**src/rtl/pipelined_add_sub.sv**
```systemverilog
// pipelined_add_sub: STAGES-deep segmented adder/subtractor with valid/ready and whole-pipe stall.
// Optional ADD_SUB_SATURATE_EN clamps S to the signed range on overflow.
module pipelined_add_sub #(
  parameter int WIDTH  = 32,
  parameter int STAGES = 4
) (
  input  logic             clk,
  input  logic             rst_n,
  input  logic             in_valid,
  output logic             in_ready,
  input  logic [WIDTH-1:0] a,
  input  logic [WIDTH-1:0] b,
  input  logic             ci,
  input  logic             sub,
  output logic             out_valid,
  input  logic             out_ready,
  output logic [WIDTH-1:0] s,
  output logic             co,
  output logic             ovf,
  output logic             zero
);
  localparam int SEG = WIDTH / STAGES;
  logic              en;
  logic [STAGES-1:0] v;
  logic [WIDTH-1:0]  pa [STAGES];
  logic [WIDTH-1:0]  pb [STAGES];
  logic [WIDTH-1:0]  ps [STAGES];
  logic              pc [STAGES];
  assign en        = !out_valid || out_ready;
  assign in_ready  = en;
  assign out_valid = v[STAGES-1];
  assign pa[0]     = a;
  assign pb[0]     = sub ? ~b : b;
  assign ps[0]     = '0;
  assign pc[0]     = sub | ci;
  always_ff @(posedge clk or negedge rst_n)
    if (!rst_n) v <= '0;
    else if (en) v <= STAGES'({v, in_valid});
  for (genvar k = 0; k < STAGES; k++) begin : g
    logic [SEG:0]     t;
    logic [WIDTH-1:0] ns;
    assign t = {1'b0, pa[k][k*SEG +: SEG]} + {1'b0, pb[k][k*SEG +: SEG]} + (SEG+1)'(pc[k]);
    always_comb begin
      ns = ps[k];
      ns[k*SEG +: SEG] = t[SEG-1:0];
    end
    if (k < STAGES - 1) begin : m
      logic [WIDTH-1:0] ra, rb, rs;
      logic             rc;
      always_ff @(posedge clk or negedge rst_n)
        if (!rst_n) begin
          ra <= '0;
          rb <= '0;
          rs <= '0;
          rc <= 1'b0;
        end else if (en) begin
          ra <= pa[k];
          rb <= pb[k];
          rs <= ns;
          rc <= t[SEG];
        end
      assign pa[k+1] = ra;
      assign pb[k+1] = rb;
      assign ps[k+1] = rs;
      assign pc[k+1] = rc;
    end else begin : o
      logic             cm, ov;
      logic [WIDTH-1:0] sf;
      // carry into the MSB recovered from the MSB sum bit and its operand bits
      assign cm = ns[WIDTH-1] ^ pa[k][WIDTH-1] ^ pb[k][WIDTH-1];
      assign ov = cm ^ t[SEG];
`ifdef ADD_SUB_SATURATE_EN
      assign sf = ov ? {pa[k][WIDTH-1], {(WIDTH-1){~pa[k][WIDTH-1]}}} : ns;
`else
      assign sf = ns;
`endif
      always_ff @(posedge clk or negedge rst_n)
        if (!rst_n) begin
          s    <= '0;
          co   <= 1'b0;
          ovf  <= 1'b0;
          zero <= 1'b0;
        end else if (en) begin
          s    <= sf;
          co   <= t[SEG];
          ovf  <= ov;
          zero <= ~|sf;
        end
    end
  end
endmodule

```
**config.mk**
```make
export PLATFORM = sky130hd
export DESIGN_NAME = pipelined_add_sub
export DESIGN_NICKNAME = d
export VERILOG_FILES = /design/src/rtl/pipelined_add_sub.sv
export SDC_FILE = /design/constraint.sdc
export NUM_CORES = 1
export LEC_CHECK = 0
export CAP_MARGIN = 20
export CORE_ASPECT_RATIO = 0.5
export CORE_MARGIN = 4
export CORE_UTILIZATION = 60
export CTS_CLUSTER_DIAMETER = 120
export DETAILED_ROUTE_END_ITERATION = 10
export PLACE_DENSITY = 0.85
export REMOVE_ABC_BUFFERS = 1
export SYNTH_ARGS = -nofsm -noshare
export SYNTH_HDL_FRONTEND = slang
export SYNTH_SLANG_ARGS = --single-unit
```
**constraint.sdc**
```tcl
create_clock -name clk -period 4.05 [get_ports clk]
set_clock_uncertainty 0.2 [all_clocks]
set_input_delay 0.81 -clock clk [delete_from_list [all_inputs] [get_ports clk]]
set_output_delay 0.81 -clock clk [all_outputs]
set_load 0.02 [all_outputs]
```
==> impl_metrics.toml <==
[yosys]
synthCells = 935
synth_area_sq_mm = 0.008472
synthDistinctLibCells = 46
synth-simple-area-share_pct = 22.95
ys_seq_area_share_pct = 54.94
synthMuxAreaShare_pct = 0.1182
yosys-top-cells-count = "nand2_1 (425), dfrtp_1 (186), o21ai_0 (42), xnor2_1 (40), clkbuf_1 (32)"
synth.area.top_cells = "dfrtp_1 (55%), nand2_1 (19%), ha_1 (4.1%)"
ys.warnings.count = 0
ys.flop_type = "dfrtp_1"
synth-seq-cells = 186
yosysMostFrequentCell = "nand2_1"
synthAdderAreaFrac_pct = 6.026
async_flop_share_pct = 100.0
synth_compound_area_share_pct = 7.340
synth_top_area_cell = "dfrtp_1"
synth_edf_count = 0
synth_top_area_share_pct = 54.94
syn_avg_cell_area_sq_um = 9.061
synth-xor-area-share_pct = 5.376
synth_top_family_by_area = "simple AND/OR/NAND/NOR gates"

[setup_path]
path_buf_inv = 1
cp_slowest_cell = "fa_1"
end_kind = "flip-flop"
max_stage_delay_ps = 410
cp.required_ps = 4130
cp_top_family = "compound AO/OA/AOI/OAI gates"
worstSetupPathType = "in2reg"
crit_path_start_kind = "input port"
worstPathArrival_ps = 3220
crit_chain = "clkdlybuf4s50_1 > or2_2 > fa_1 > fa_1 > a21o_1 > a21oi_1 > o21bai_1 > a21o_1 > a21oi_1 > o221ai_1"
cp_max_fo = 2

[place]
placed_cells = 1193
place_hpwl_um = 10970
portBuffers = 106
gp_congestion = 0.7721

[clock_network]
ctsResizeCount = 0
clkSinkCount = 186
cts-buffers-inserted = 17
holdBufCountCts = 0
clkLatencyLatePin_ps = 420
clkTransAtPathRegs_ps = 60
cts_htree_levels = 4
clk_path_buf_depth = 2
cts_setup_buffers = 0
cts_tree = "built"
cts-root-buf = "clkbuf_16"

[timing]
min_period_ps = 3141
setup_viol = 0
hold_viol = 0
worst_pin_slew_ps = 834.3
slew_violations = 0
relSlewSlack_pct = 44.38
fin_crit_sh_pct = 77.55
fmax_ghz = 0.3184
rsz0062_at_grt = "no"

[global_route]
antenna_found_initial = 0
grt_pass1_wl_um = 28880
grt_pass1_vias = 6176
grtUsageTotal_pct = 21.78
grt_max_degree = 205
grt_overflow = 0

[cells_and_area]
fin_nets = 1126
drive_gt1_share_pct = 4.550
fillers = 987
diodes = 0
area_delta_synth_final_pct = 21.46
fin_cells = 1225

[drt]
remaining_drc_errors = 0
totalWireLength_um = 17130
final_antenna_net_count = 0
viasPerCell = 5.185
post_drt_wl_per_cell_um = 13.98
dr_total_vias = 6352
dr.pass1.iters = 5
first_iter_violations = 553

[floorplanning]
start_util_pct = 61.84
num_rows = 30
top_level_ports = 107
die_w_um = 176.0
coreArea_sq_mm = 0.01370
die_area_sq_mm = 0.01620
die_y_um = 92.03

[job]
maxCapViolCount = 0

[worst_hold_path]
min_path_type = "in2async"

[power]
p_leak_nw = 5.012
power_mw = 8.158
power_density_mw_per_mm2 = 792.8
max-vdd-ir-drop_mv = 0.4260

[run_status]
status = "finished clean"
layout make-up:
type / instances / area, sq um / area share (%)
tap: 192 / 240.2 / 2.335
clock inverter: 11 / 143.9 / 1.398
sequential: 186 / 4654 / 45.23
multi-input combinational: 680 / 3550 / 34.50
clock buffer: 21 / 470.5 / 4.572
inverter: 23 / 88.84 / 0.8633
timing repair buffer: 112 / 1142 / 11.10
through the flow:
stage / utilization (%) / worst slack, ps / area, sq um / TNS, ps / hold WS [ps]
finish: 75.11 / 909.4 / 10290 / 0 / 196.7
detailed placement: 70.62 / 461.1 / 9676 / 0 / 247.4
CTS: 75.11 / 904.5 / 10290 / 0 / 218.4
global placement: 70.62 / 473.9 / 9676 / 0 / 240.7
global route: 75.11 / 712.3 / 10290 / 0 / 239.6
floorplan: - / -10560 / 8283 / -1666250 / 230.0
logic make-up after synthesis:
family,Yosys count
mux,1
simple gates,488
xor+xnor,52
buf+inv,69
fa+ha+maj,36
compound gates,103
flops,186
metal layers:
| metal | vias to the layer above | track usage [%] | routed length [um] |
|---|---|---|---|
| li1 | 3149 | - | - |
| met1 | 3063 | 29.66 | 7539 |
| met2 | 122 | 36.70 | 8734 |
| met3 | 18 | 3.830 | 643 |
| met4 | 0 | 5.707 | 208 |
| met5 | - | 0 | 0 |
state kept, by name, summed over array words and instances, names as in the netlist:
name    cells
ovf         1
g.m.rc      3
v           4
g.m.rs     48
s          32
co          1
g.m.rb     48
g.m.ra     48
zero        1
report_power, final:
group / internal, mW / switching [mW]
clock: 1.02 / 0.683
sequential: 2.69 / 0.507
combinational: 1.40 / 1.86
total: 5.11 / 3.05
cells in the final DEF, fill, tap and decap left out, types with 4 or more instances in the layout:
master,synthesis,layout
and3_1,4,4
o31ai_1,5,5
fa_1,8,8
xor2_1,12,12
clkinvlp_4,0,4
clkbuf_8,0,4
a21o_1,7,7
a21oi_1,26,26
nand2_1,425,425
clkbuf_16,0,17
nand3b_1,5,5
nor2_1,23,23
dfrtp_1,186,186
nor3b_1,4,4
xnor2_1,40,40
o21ai_0,42,42
clkdlybuf4s50_1,0,104
inv_1,22,22
nor4_1,5,5
ha_1,28,28
final timing paths:
kind / from / endpoint / slack (ps) / cells after the start
max: ci / g[0].m.rc / 910 / 10
min: rst_n / g[0].m.rs[4] / 200 / 1
max reg2reg: g[1].m.ra[16] / g[2].m.rc / 1490 / 10
min reg2reg: v[2] / v[3] / 260 / 1
max in group asynchronous: rst_n / g[1].m.rb[26] / 2500 / 2
min in group clk: v[2] / v[3] / 260 / 1
Power figures use the tool's default switching activity.
